$ cat src/rtl/maze_move_ctrl_pkg.sv
// maze_move_ctrl_pkg: shared encodings and geometry defaults for the maze move controller
package maze_move_ctrl_pkg;
    localparam logic [3:0] DIR_UP    = 4'b0001;
    localparam logic [3:0] DIR_DOWN  = 4'b0010;
    localparam logic [3:0] DIR_LEFT  = 4'b0100;
    localparam logic [3:0] DIR_RIGHT = 4'b1000;
    localparam logic [1:0] PH_DRAW   = 2'd0;
    localparam logic [1:0] PH_CLEAR  = 2'd1;
    localparam int DEF_GRID_COLS = 16;
    localparam int DEF_GRID_ROWS = 12;
    localparam int DEF_CELL_PX   = 10;
    typedef enum logic [2:0] {S_IDLE, S_LOOKUP, S_CHECK, S_CLEAR, S_DRAW, S_DONE} state_t;
endpackage

$ cat src/rtl/maze_move_ctrl_if.sv
// maze_move_ctrl_if: handshake bus between the move controller (master) and the box mover (slave)
interface maze_move_ctrl_if;
    logic [7:0] oX;
    logic [6:0] oY;
    logic [1:0] oPhase;
    logic       oMoveNow;
    logic       oFinalDone;
    logic       iDrawDone;
    modport master (output oX, oY, oPhase, oMoveNow, oFinalDone, input iDrawDone);
    modport slave  (input oX, oY, oPhase, oMoveNow, oFinalDone, output iDrawDone);
endinterface

$ cat src/rtl/maze_dir_edge.sv
// maze_dir_edge: registered press detector, one-cycle pulse on a rising edge that leaves exactly one direction bit high
module maze_dir_edge (
    input  logic       iClock,
    input  logic       iResetn,
    input  logic [3:0] i_dir,
    output logic       o_press,
    output logic [3:0] o_dir
);
    logic [3:0] r_prev;
    // register the request and flag a new single-direction press
    always_ff @(posedge iClock) begin
        if (!iResetn) begin
            r_prev  <= '0;
            o_press <= 1'b0;
            o_dir   <= '0;
        end else begin
            r_prev  <= i_dir;
            o_press <= $onehot(i_dir) && |(i_dir & ~r_prev);
            o_dir   <= i_dir;
        end
    end
endmodule

$ cat src/rtl/maze_move_ctrl.sv
// maze_move_ctrl: turns direction presses into wall-checked single-cell moves sequenced as CLEAR then DRAW
module maze_move_ctrl
    import maze_move_ctrl_pkg::*;
#(
    parameter int         GRID_COLS   = DEF_GRID_COLS,
    parameter int         GRID_ROWS   = DEF_GRID_ROWS,
    parameter int         CELL_PX     = DEF_CELL_PX,
    parameter int         X_ORIGIN    = 0,
    parameter int         Y_ORIGIN    = 0,
    parameter int         START_COL   = 0,
    parameter int         START_ROW   = 0,
    parameter int         GOAL_COL    = 15,
    parameter int         GOAL_ROW    = 11,
    parameter logic [7:0] STEP_BUDGET = 8'd99
) (
    input  logic             iClock,
    input  logic             iResetn,
    input  logic [3:0]       iDir,
    output logic [7:0]       oWallAddr,
    input  logic             iWallRdData,
    output logic [7:0]       oStepsLeft,
    output logic             oWin,
    output logic             oBlocked,
    maze_move_ctrl_if.master mv
);
    localparam logic [7:0] X_START = 8'(X_ORIGIN + START_COL * CELL_PX);
    localparam logic [6:0] Y_START = 7'(Y_ORIGIN + START_ROW * CELL_PX);
    localparam logic [7:0] DX      = 8'(CELL_PX);
    localparam logic [6:0] DY      = 7'(CELL_PX);
    localparam logic [3:0] COL0    = 4'(START_COL);
    localparam logic [3:0] ROW0    = 4'(START_ROW);

    logic       w_press;
    logic [3:0] w_dir;
    logic [3:0] w_tcol, w_trow;
    logic       w_out;
    logic [3:0] r_col, r_row, r_tcol, r_trow, r_mdir;
    state_t     r_state;

    maze_dir_edge u_edge (
        .iClock  (iClock),
        .iResetn (iResetn),
        .i_dir   (iDir),
        .o_press (w_press),
        .o_dir   (w_dir)
    );

    // target cell for the pending press and whether it leaves the grid
    always_comb begin
        w_tcol = w_dir == DIR_LEFT ? r_col - 4'd1 : w_dir == DIR_RIGHT ? r_col + 4'd1 : r_col;
        w_trow = w_dir == DIR_UP ? r_row - 4'd1 : w_dir == DIR_DOWN ? r_row + 4'd1 : r_row;
        w_out  = (w_dir == DIR_UP && r_row == 4'd0) ||
                 (w_dir == DIR_DOWN && r_row == 4'(GRID_ROWS - 1)) ||
                 (w_dir == DIR_LEFT && r_col == 4'd0) ||
                 (w_dir == DIR_RIGHT && r_col == 4'(GRID_COLS - 1));
    end

    // move sequencer: lookup, wall check, clear old cell, commit, draw new cell, end-of-game
    always_ff @(posedge iClock) begin
        if (!iResetn) begin
            r_state       <= S_IDLE;
            r_col         <= COL0;
            r_row         <= ROW0;
            r_tcol        <= COL0;
            r_trow        <= ROW0;
            r_mdir        <= '0;
            oWallAddr     <= {ROW0, COL0};
            oStepsLeft    <= STEP_BUDGET;
            oWin          <= 1'b0;
            oBlocked      <= 1'b0;
            mv.oX         <= X_START;
            mv.oY         <= Y_START;
            mv.oPhase     <= PH_DRAW;
            mv.oMoveNow   <= 1'b0;
            mv.oFinalDone <= 1'b0;
        end else begin
            mv.oMoveNow <= 1'b0;
            oBlocked    <= 1'b0;
            case (r_state)
                S_IDLE: if (w_press) begin
                    if (w_out) oBlocked <= 1'b1;
                    else begin
                        oWallAddr <= {w_trow, w_tcol};
                        r_tcol    <= w_tcol;
                        r_trow    <= w_trow;
                        r_mdir    <= w_dir;
                        r_state   <= S_LOOKUP;
                    end
                end
                S_LOOKUP: r_state <= S_CHECK;
                S_CHECK: if (iWallRdData) begin
                    oBlocked <= 1'b1;
                    r_state  <= S_IDLE;
                end else begin
                    mv.oPhase   <= PH_CLEAR;
                    mv.oMoveNow <= 1'b1;
                    r_state     <= S_CLEAR;
                end
                S_CLEAR: if (mv.iDrawDone) begin
                    r_col       <= r_tcol;
                    r_row       <= r_trow;
                    mv.oX       <= r_mdir == DIR_RIGHT ? mv.oX + DX : r_mdir == DIR_LEFT ? mv.oX - DX : mv.oX;
                    mv.oY       <= r_mdir == DIR_DOWN ? mv.oY + DY : r_mdir == DIR_UP ? mv.oY - DY : mv.oY;
                    oStepsLeft  <= oStepsLeft != 8'd0 ? oStepsLeft - 8'd1 : oStepsLeft;
                    mv.oPhase   <= PH_DRAW;
                    mv.oMoveNow <= 1'b1;
                    r_state     <= S_DRAW;
                end
                S_DRAW: if (mv.iDrawDone) begin
                    if (r_col == 4'(GOAL_COL) && r_row == 4'(GOAL_ROW)) begin
                        oWin          <= 1'b1;
                        mv.oFinalDone <= 1'b1;
                        r_state       <= S_DONE;
                    end else if (oStepsLeft == 8'd0) begin
                        mv.oFinalDone <= 1'b1;
                        r_state       <= S_DONE;
                    end else r_state <= S_IDLE;
                end
                default: r_state <= S_DONE;
            endcase
        end
    end
endmodule

$ cat src/flat_wrapper.sv
// flat-port wrapper written by rule: the top's interface ports become plain ports
module maze_move_ctrl_flat import maze_move_ctrl_pkg::*;
#(
    parameter int         GRID_COLS   = DEF_GRID_COLS,
    parameter int         GRID_ROWS   = DEF_GRID_ROWS,
    parameter int         CELL_PX     = DEF_CELL_PX,
    parameter int         X_ORIGIN    = 0,
    parameter int         Y_ORIGIN    = 0,
    parameter int         START_COL   = 0,
    parameter int         START_ROW   = 0,
    parameter int         GOAL_COL    = 15,
    parameter int         GOAL_ROW    = 11,
    parameter logic [7:0] STEP_BUDGET = 8'd99
)
  (iClock, iResetn, iDir, oWallAddr, iWallRdData, oStepsLeft, oWin, oBlocked, mv_oX, mv_oY, mv_oPhase, mv_oMoveNow, mv_oFinalDone, mv_iDrawDone);
  maze_move_ctrl_if mv_i ();
  input  logic iClock;
  input  logic iResetn;
  input  logic [3:0] iDir;
  output logic [7:0] oWallAddr;
  input  logic iWallRdData;
  output logic [7:0] oStepsLeft;
  output logic oWin;
  output logic oBlocked;
  output wire logic [$bits(mv_i.oX)-1:0] mv_oX;
  output wire logic [$bits(mv_i.oY)-1:0] mv_oY;
  output wire logic [$bits(mv_i.oPhase)-1:0] mv_oPhase;
  output wire logic [$bits(mv_i.oMoveNow)-1:0] mv_oMoveNow;
  output wire logic [$bits(mv_i.oFinalDone)-1:0] mv_oFinalDone;
  input wire logic [$bits(mv_i.iDrawDone)-1:0] mv_iDrawDone;
  assign mv_oX = mv_i.oX;
  assign mv_oY = mv_i.oY;
  assign mv_oPhase = mv_i.oPhase;
  assign mv_oMoveNow = mv_i.oMoveNow;
  assign mv_oFinalDone = mv_i.oFinalDone;
  assign mv_i.iDrawDone = mv_iDrawDone;
  maze_move_ctrl #(.GRID_COLS(GRID_COLS), .GRID_ROWS(GRID_ROWS), .CELL_PX(CELL_PX), .X_ORIGIN(X_ORIGIN), .Y_ORIGIN(Y_ORIGIN), .START_COL(START_COL), .START_ROW(START_ROW), .GOAL_COL(GOAL_COL), .GOAL_ROW(GOAL_ROW), .STEP_BUDGET(STEP_BUDGET)) u_core (.iClock(iClock), .iResetn(iResetn), .iDir(iDir), .oWallAddr(oWallAddr), .iWallRdData(iWallRdData), .oStepsLeft(oStepsLeft), .oWin(oWin), .oBlocked(oBlocked), .mv(mv_i));
endmodule
$ cat config.mk
export PLATFORM = sky130hd
export DESIGN_NAME = maze_move_ctrl_flat
export DESIGN_NICKNAME = d
export VERILOG_FILES = /design/src/rtl/maze_move_ctrl_pkg.sv /design/src/rtl/maze_move_ctrl_if.sv /design/src/rtl/maze_dir_edge.sv /design/src/rtl/maze_move_ctrl.sv /design/src/flat_wrapper.sv
export SDC_FILE = /design/constraint.sdc
export NUM_CORES = 1
export LEC_CHECK = 0
export CAP_MARGIN = 5
export CELL_PAD_IN_SITES_DETAIL_PLACEMENT = 0
export CELL_PAD_IN_SITES_GLOBAL_PLACEMENT = 1
export CORE_UTILIZATION = 42
export CTS_BUF_LIST = sky130_fd_sc_hd__clkbuf_8
export DETAILED_ROUTE_END_ITERATION = 12
export HOLD_SLACK_MARGIN = 0.02
export PLACE_DENSITY_LB_ADDON = 0.3
export SETUP_SLACK_MARGIN = 0.15
export SLEW_MARGIN = 5
export SYNTH_ARGS = -nofsm -noshare
export SYNTH_HDL_FRONTEND = slang
export SYNTH_SLANG_ARGS = --single-unit
$ cat constraint.sdc
create_clock -name iClock -period 3.07 [get_ports iClock]
set_input_delay 0.7675 -clock iClock [delete_from_list [all_inputs] [get_ports iClock]]
set_output_delay 0.7675 -clock iClock [all_outputs]
set_load 0.01 [all_outputs]
==> flow_metrics.tcl <==
set metrics [dict create \
    status "completed" \
    synth_flop_cell "dfxtp_1" \
    hold_viol 0 \
    dp_hpwl_mm 4.63 \
    critPathMaxFanout 8 \
    ys_top_cells_by_area "dfxtp_1 (36%), ha_1 (7.4%), mux2i_1 (5.0%)" \
    io_pins 45 \
    fin_area_sq_um 3620 \
    netlist-cell-type-count 60 \
    placed_area_sq_um 3530 \
    fin_crit_sh_pct 88.1 \
    die_h_um 87.0 \
    cts_buffers 5 \
    async_reset_ff_share_pct 0 \
    syn_avg_cell_area_sq_um 8.64 \
    drt_wl_total_mm 6.64 \
    cts_resized 0 \
    post_cts.repair.setup_buffers 0 \
    slew-limit-headroom_pct 48.3 \
    clk_pin_slew_ps 100 \
    first_pass_iters 4 \
    post-route-drc-count 0 \
    initial_core_util_pct 44.1 \
    vias 2605 \
    tritoncts "done" \
    grt_pass1_wl_mm 11.2 \
    leakagePower_nw 1.37 \
    min_period_ps 2710 \
    routed_via_density 5.35 \
    fp.coreArea_sq_um 6870 \
    grt_max_degree 38 \
    grt_usage_pct 18.7 \
    required_ps 3310 \
    cts_sinks 54 \
    fmax_mhz 370 \
    antenna_left 0 \
    grt-ovfl-total 0 \
    power_density_nw_per_um2 371 \
    grt_antenna_before_repair 0 \
    diodes 0 \
    fillers 659 \
    routedWlPerCell_um 13.6 \
    grtUsageMet2_pct 31.1 \
    final-instance-count-excl-fill 487 \
    clk_path_buf_depth 2 \
    die_x_um 87.0 \
    skew_ps 12.8 \
    startpoint_type "flop" \
    floorplan.rows 30 \
    grt_pass1_vias 2440 \
    max_cap_violations 0 \
    slew_viol_final 0 \
    cts-root-buf "clkbuf_8" \
    yosys_warnings 0 \
    critPathKind "reg -> reg" \
    place.gp.congestion 0.775 \
    worst_pin_slew_ps 769 \
    rsz0062_at_grt "no" \
    ys_ff_latch 54 \
    synth_edf_count 0 \
    syn_inst 351 \
    syn-cell-area_sq_um 3030 \
    areaGrowthSynthToFinish_pct 19.5 \
    ir_drop_v 0.000231 \
    fin_nets 418 \
    top_usage_layer "met2" \
    use_met1_pct 25.3 \
    drive_gt1_share_pct 5.88 \
    timing.hold.worst.class "reg -> reg" \
    setup_violations 0 \
    use_met3_pct 2.94 \
    dp_cells 479 \
    worstPathArrival_ps 2950 \
    setup_tns_ps 0 \
    holdBufCountCts 0 \
    die_area_sq_um 7560 \
    portBuffers 41 \
    clk-insertion-delay-late_ps 320 \
    end_kind "flop" \
    htree_levels 2 \
    drt_iter0_drc 89 \
    synth_top_area_share_pct 35.7 \
    synth_largest_area_cell "dfxtp_1" \
    synth_seq_area_share_pct 35.7 \
]
final cells by class:
class	count	area [sq um]	area share [%]
repair buffers	49	470	13.0
inverters	20	75.1	2.07
multi-input cells	260	1780	49.2
clock buffers	6	82.6	2.28
clock inverters	2	12.5	0.345
flip-flops and latches	54	1080	29.8
well taps	96	120	3.31
Yosys cell counts, types with 3 or more instances:
cell / n
dfxtp_1: 54
nor2_1: 36
nand2_1: 35
a21oi_1: 21
inv_1: 19
ha_1: 18
xnor2_1: 16
mux2i_1: 15
clkbuf_1: 12
o21ai_0: 10
nand3_1: 9
xor2_1: 6
nor2b_1: 5
nor4b_1: 5
nand2b_1: 4
nand4b_1: 4
nor3_1: 4
nor4_1: 4
or4b_1: 4
a211oi_1: 3
a22oi_1: 3
a31oi_1: 3
and3b_1: 3
and4_1: 3
buf_4: 3
o22ai_1: 3
kinds of logic after synthesis:
group | count (synthesis) | synth area share, %
AND/OR/NAND/NOR | 131 | 23.1
XOR/XNOR | 22 | 6.36
AO/OA/AOI/OAI | 69 | 15.2
adder cells (fa/ha/maj) | 20 | 8.75
multiplexers | 15 | 4.95
flip-flops | 54 | 35.7
other | 1 | 0.124
buffers and inverters | 39 | 5.82
worst paths after layout:
check                                          from              end  cells past startpoint  slack [ps]
worst max-delay path               u_core.r_mdir[0]  u_core.mv.oX[7]                      7         360
worst min-delay path            u_core.oWallAddr[2]  u_core.r_col[2]                      2         480
worst max register to register     u_core.r_mdir[0]  u_core.mv.oX[7]                      7         360
worst min register to register  u_core.oWallAddr[2]  u_core.r_col[2]                      2         480
metal layers:
metal | part of all wire (%) | wire length (um)
met1 | 48 | 3220
met2 | 47 | 3120
met3 | 3.6 | 242
met4 | 0.98 | 65
met5 | 0 | 0
registers in the layout (all words and copies together), names as in the netlist:
name	count
u_core.oWin	1
u_core.r_mdir	4
u_core.mv.oX	7
u_core.mv.oPhase	1
u_core.r_state	3
u_core.r_trow	1
u_core.oBlocked	1
u_core.oStepsLeft	8
u_core.mv.oFinalDone	1
u_core.u_edge.r_prev	4
u_core.r_col	4
u_core.u_edge.o_press	1
u_core.mv.oMoveNow	1
u_core.oWallAddr	7
u_core.r_row	4
u_core.mv.oY	6
power breakdown:
| part | internal [W] | switching, W |
|---|---|---|
| Sequential | 0.000720 | 0.0000284 |
| Clock | 0.000182 | 0.000246 |
| Combinational | 0.0000801 | 0.0000885 |
cells in the final DEF (no fill, tap or decap), drive strengths merged, types with 3 or more instances in the layout:
cell type,instances
a211oi,3
a21oi,21
a22oi,3
a31oi,3
and3b,3
and4,3
buf,8
clkbuf,6
clkdlybuf4s50,41
conb,3
dfxtp,54
ha,18
inv,20
mux2i,15
nand2,35
nand2b,4
nand3,9
nand4b,4
nor2,36
nor2b,5
nor3,4
nor4,5
nor4b,6
o21ai,10
o22ai,3
or4b,5
xnor2,16
xor2,6
per-stage QoR:
step	setup slack, ps	utilization (%)	total power [W]	hold WS [ps]
floorplan	447	-	0.000882	458
global placement	354	51.4	0.000931	455
detailed placement	312	51.4	0.000933	459
CTS	344	52.8	0.00137	482
global route	252	52.8	0.00143	499
finish	365	52.8	0.00135	476
worst max-delay path, cell delays in order, from the launching register on:
cell and delay (ps):
dfxtp_1 390, or4b_2 810, fa_1 470, a211oi_1 250, o21bai_1 110, a21oi_1 190
mux2i_1 240, mux2i_1 190
(Power assumes the default switching activity.)
==> RTL change 1 (same settings) <==
Register the output `oStepsLeft` once more; this adds one clock of latency there. The other outputs are not delayed to match.
--- a/src/rtl/maze_move_ctrl.sv
+++ b/src/rtl/maze_move_ctrl.sv
@@ -31,2 +31,4 @@
     localparam logic [3:0] ROW0    = 4'(START_ROW);
+
+    logic [7:0] oStepsLeft_s0;
 
@@ -67,3 +69,3 @@
             oWallAddr     <= {ROW0, COL0};
-            oStepsLeft    <= STEP_BUDGET;
+            oStepsLeft_s0 <= STEP_BUDGET;
             oWin          <= 1'b0;
@@ -103,3 +105,3 @@
                     mv.oY       <= r_mdir == DIR_DOWN ? mv.oY + DY : r_mdir == DIR_UP ? mv.oY - DY : mv.oY;
-                    oStepsLeft  <= oStepsLeft != 8'd0 ? oStepsLeft - 8'd1 : oStepsLeft;
+                    oStepsLeft_s0 <= oStepsLeft_s0 != 8'd0 ? oStepsLeft_s0 - 8'd1 : oStepsLeft_s0;
                     mv.oPhase   <= PH_DRAW;
@@ -113,3 +115,3 @@
                         r_state       <= S_DONE;
-                    end else if (oStepsLeft == 8'd0) begin
+                    end else if (oStepsLeft_s0 == 8'd0) begin
                         mv.oFinalDone <= 1'b1;
@@ -122,2 +124,6 @@
     end
+    always_ff @(posedge iClock) begin
+        oStepsLeft <= oStepsLeft_s0;
+    end
+
 endmodule
Function: changed (Yosys sat finds a counterexample within 4 cycles, from zero or initial values and one cycle with iResetn low).
==> RTL change 1 against the original RTL <==
Sequential power increased by 14%. Wire length decreased by 1.4%. Total power rose by 36%. Synthesized cell count rose by 5.4%. Synthesized area up 6.1%. Global-route usage shrank 1.0 points. Fmax up 5.2%. Setup slack improved by 0.13 ns. Critical path depth grew 1. Critical endpoint is now u_core.mv.oX[6]. Final area up 8.4%. Final cell count is 5.3% higher. Largest cell class unchanged. Sequential cell count increased by 8.
==> RTL change 1: results (changes against the original RTL) <==
| Metric | Value |
|---|---|
| Global Route Usage Sum | 17.69% (was 18.71%) |
| Met3 usage | 4.340% (was 2.938%) |
| GPL Wtd Cong | 0.7709 (was 0.7746) |
| Vias/cell | 5.154 (was 5.349) |
| Largest regs | u_core.oStepsLeft (8), u_core.oStepsLeft_s0 (8) (was u_core.oStepsLeft (8), u_core.mv.oX (7), u_core.oWallAddr (7)) |
| Reg-to-Reg End | u_core.mv.oX[6] (was u_core.mv.oX[7]) |
| Synth cell count leaders | 62 x dfxtp_1, 46 x nor2_1, 40 x nand2_1, 22 x a21oi_1, 20 x inv_1 (was 54 x dfxtp_1, 36 x nor2_1, 35 x nand2_1, 21 x a21oi_1, 19 x inv_1) |
| Hold Crit Depth | 0 (was 2) |
| Crit path DAT | 2.81 ns (was 2.95 ns) |
| Top achievable clock speed | 0.3889 GHz (was 0.3697 GHz) |
| Worst Max-Slew Pin Slew | 0.6108 ns (was 0.7687 ns) |
| CTS buffer count | 9 (was 5) |
| Yosys cell types | 58 (was 60) |
| Met1 Use GR | 25.23% (was 25.29%) |
| Worst vdd ir | 0.0002739 V (was 0.0002312 V) |
| Int Power | 1.398 mW (was 982.0 uW) |
| Hold Crit Endpoint | u_core.oStepsLeft[7] (was u_core.r_col[2]) |
| HP Start | u_core.oStepsLeft_s0[7] (was u_core.oWallAddr[2]) |
| Largest net degree at the start of global routing | 26 (was 38) |
| Post-DP HPWL | 4623 um (was 4632 um) |
| Crit-path max FO | 7 (was 8) |
| Pre-CTS WS | 0.2590 ns (was 0.3118 ns) |
| Met2 usage | 24.91% (was 31.07%) |
| Drt wl/cell | 12.77 um (was 13.64 um) |
| Clk_lat worst skew | 0.34 ns (was 0.32 ns) |
| Layout cell share with drive strength beyond 1 | 7.729% (was 5.882%) |
| Worst R2R Setup Slack | 0.50 ns (was 0.36 ns) |
| Worst-path clk slew | 0.08 ns (was 0.10 ns) |
| Initial DRC Count | 78 (was 89) |
| Status | finished clean (unchanged) |
| R2r worst-path depth | 8 (was 7) |
| Nets | 437 (was 418) |
| WHS | 0.3999 ns (was 0.4757 ns) |
| Leakage | 1.595 nW (was 1.366 nW) |
| Post-synthesis sequential area ratio | 38.58% (was 35.66%) |
| Number of global-route vias before repair | 2297 (was 2440) |
| Clock skew | 0.01118 ns (was 0.01282 ns) |
[RTL change 1: cell types whose count changed after synthesis, sizes merged, moves of 4 or more]
cell / unedited run / this run
nor2: 36 / 46
dfxtp: 54 / 62
xnor2: 16 / 12
nor3: 4 / 9
nand2: 35 / 40
or4b: 5 / 1
[RTL change 1: per-stage QoR]
step | std cells | instance area [um2]
finish | 513 | 3929
global route | 513 | 3929
CTS | 513 | 3929
detailed placement | 497 | 3696
global placement | 497 | 3696
floorplan | 372 | 3224
[RTL change 1: final cells by class]
| cell class | instances | area (um2) |
|---|---|---|
| tap | 99 | 123.9 |
| clock inverter | 5 | 81.33 |
| fill | 671 | 3402 |
| clock buffer | 11 | 151.4 |
| sequential | 62 | 1241 |
| timing repair buffer | 46 | 447.9 |
| multi-input combinational | 269 | 1804 |
| inverter | 21 | 78.83 |
[RTL change 1: worst max-delay path: stages (launching register included)]
cell and delay, ns:
dfxtp_1 0.40, nor2_1 0.17, nand3b_1 0.29, ha_1 0.40
a211oi_1 0.31, o21bai_1 0.12, a21oi_1 0.21, or4b_1 0.46
o311ai_1 0.10
[RTL change 1: power by group through the flow]
stage | clock network [mW] | registers, mW | logic, mW
4_1_cts | 0.852 | 0.851 | 0.154
2_1_floorplan | 0 | 0.859 | 0.116
3_3_place_gp | 0 | 0.869 | 0.150
6_report | 0.832 | 0.851 | 0.153
3_5_place_dp | 0 | 0.869 | 0.153
5_1_grt | 0.894 | 0.855 | 0.172
[RTL change 1: cells by family (layout without fill, tap and decap cells)]
logic type	after synthesis	after routing	synth area share, %
buffers and inverters	41	83	5.562
muxes	13	13	4.045
and+or+nand+nor	147	147	24.39
xor gates and xnor gates	21	21	5.718
AOI/OAI and AO/OA	65	65	13.34
adders and majority gates	20	20	8.246
DFF	62	62	38.58
other	1	3	0.1166
[RTL change 1: per-layer routing]
metal,vias up,part of all wire [%]
li1,1362,-
met1,1219,52
met2,53,43
met5,-,0
met3,10,3.5
met4,0,1.7
[RTL change 1: worst max path at each step]
stage	start	to	cells after the start
final	u_core.r_mdir[0]	u_core.mv.oX[6]	8
after global routing	u_core.r_mdir[0]	u_core.mv.oX[6]	8
after CTS	u_core.r_mdir[0]	u_core.mv.oX[6]	8
after detailed placement	mv_iDrawDone	u_core.oStepsLeft_s0[7]	6
after global placement	mv_iDrawDone	u_core.oStepsLeft_s0[5]	6
after floorplan	u_core.r_mdir[0]	u_core.mv.oX[6]	9
==> RTL change 2 (config.mk and constraints unchanged) <==
Made on the original files. `GOAL_ROW` is set to 11 in 2 places; all go to 8.
--- a/src/rtl/maze_move_ctrl.sv
+++ b/src/rtl/maze_move_ctrl.sv
@@ -12,3 +12,3 @@
     parameter int         GOAL_COL    = 15,
-    parameter int         GOAL_ROW    = 11,
+    parameter int         GOAL_ROW    = 8,
     parameter logic [7:0] STEP_BUDGET = 8'd99
--- a/src/flat_wrapper.sv
+++ b/src/flat_wrapper.sv
@@ -11,3 +11,3 @@
     parameter int         GOAL_COL    = 15,
-    parameter int         GOAL_ROW    = 11,
+    parameter int         GOAL_ROW    = 8,
     parameter logic [7:0] STEP_BUDGET = 8'd99
Formal check against the unedited RTL: no difference found for any inputs over 10 cycles, from zero or initial values and one cycle with iResetn low; that may be too few to reach the edited logic, so the function may still have changed.
==> RTL change 2 against the original RTL <==
Final area rose by 2.3%. Setup slack better by 0.11 ns. Synthesized area increased by 1.9%. Wire length is 0.72% higher. Final cell count increased by 5.3%. Largest power group unchanged. Total power grew 3.3%. Fmax rose by 4.4%. Highest routed layer unchanged. Sequential cell count did not move.
==> RTL change 2: results (changes against the original RTL) <==
| Metric | Value |
|---|---|
| Status | finished clean (unchanged) |
| Met3 routed WL | 239 um (was 242 um) |
| Number of global-route vias before repair | 2491 (was 2440) |
| Yosys cell types | 59 (was 60) |
| Synth top area cells | dfxtp_1 35%, ha_1 7.3%, xnor2_1 5.4%, nor2_1 5.1%, nand2_1 4.6% (was dfxtp_1 36%, ha_1 7.4%, mux2i_1 5.0%, xnor2_1 4.6%, nor2_1 4.5%) |
| Final wirelength | 6691 um (was 6643 um) |
| Placed Area | 0.003596 mm2 (was 0.003528 mm2) |
| Synth cell count leaders | 54 x dfxtp_1, 42 x nor2_1, 38 x nand2_1, 28 x a21oi_1, 19 x xnor2_1 (was 54 x dfxtp_1, 36 x nor2_1, 35 x nand2_1, 21 x a21oi_1, 19 x inv_1) |
| DR WL met2 | 3068 um (was 3119 um) |
| Worst R2R Setup Slack | 0.48 ns (was 0.36 ns) |
| Int Power | 1.033 mW (was 982.0 uW) |
| Hold Crit Endpoint | u_core.r_row[0] (was u_core.r_col[2]) |
| Clock skew | 0.005159 ns (was 0.01282 ns) |
| Sequential share of power | 54.4% (was 55.6%) |
| WHS | 0.4772 ns (was 0.4757 ns) |
| M1 WL | 3258 um (was 3215 um) |
| Slowest-stage cell, CP | fa_1 (was or4b_2) |
| Largest net degree at the start of global routing | 25 (was 38) |
| Crit-path max FO | 7 (was 8) |
| Clock buffer depth | 2 (unchanged) |
| Final Instance Count excl. Fillers | 513 (was 487) |
| Synthesized-area fraction occupied by xor and xnor cells | 6.240% (was 6.356%) |
| Post-Synth Adder-Cell Area | 8.590% (was 8.749%) |
| Nets | 444 (was 418) |
| Final worst path period share | 84.43% (was 88.12%) |
| Multiplexer share of the synthesized area | 1.985% (was 4.953%) |
| Pre-CTS WS | 0.3276 ns (was 0.3118 ns) |
| Worst vdd ir | 0.0002215 V (was 0.0002312 V) |
| Worst Setup SP | u_core.r_mdir[0] (unchanged) |
| GPL Wtd Cong | 0.7708 (was 0.7746) |
| Global Route Usage Sum | 18.60% (was 18.71%) |
| Post-synthesis sequential area ratio | 35.01% (was 35.66%) |
| Synth Area in Compound Gates | 16.90% (was 15.23%) |
| Post-DP HPWL | 4875 um (was 4632 um) |
| Layout cell share with drive strength beyond 1 | 6.715% (was 5.882%) |
| Comb pwr | 173 uW (was 169 uW) |
| R2r worst-path depth | 8 (was 7) |
| Crit path DAT | 2.80 ns (was 2.95 ns) |
| Post-synthesis cell count | 378 (was 351) |
| Leakage | 1.402 nW (was 1.366 nW) |
-- RTL change 2: cell types whose count changed after synthesis, sizes merged, moves of 4 or more --
cell,delta
a211oi,+8
o21ai,+6
nor2,+6
nand3,+9
nor4b,-4
or4b,-5
mux2i,-10
a21oi,+7
-- RTL change 2: final cells by class --
cell class / count / area (um2)
fill: 692 / 3238
sequential: 54 / 1081
inverter: 19 / 71.32
clock buffer: 8 / 110.1
multi-input combinational: 285 / 1838
tap: 96 / 120.1
timing repair buffer: 51 / 485.5
-- RTL change 2: metrics by stage --
step	util, %	total power, mW
floorplan	-	0.8828
global placement	51.78	0.9416
detailed placement	51.78	0.9446
CTS	53.37	1.403
global route	53.37	1.458
finish	53.37	1.389
-- RTL change 2: layer usage --
| layer | track usage, % | vias up |
|---|---|---|
| met4 | 6.855 | 0 |
| li1 | - | 1387 |
| met5 | 0 | - |
| met3 | 3.016 | 12 |
| met2 | 30.80 | 48 |
| met1 | 24.35 | 1275 |
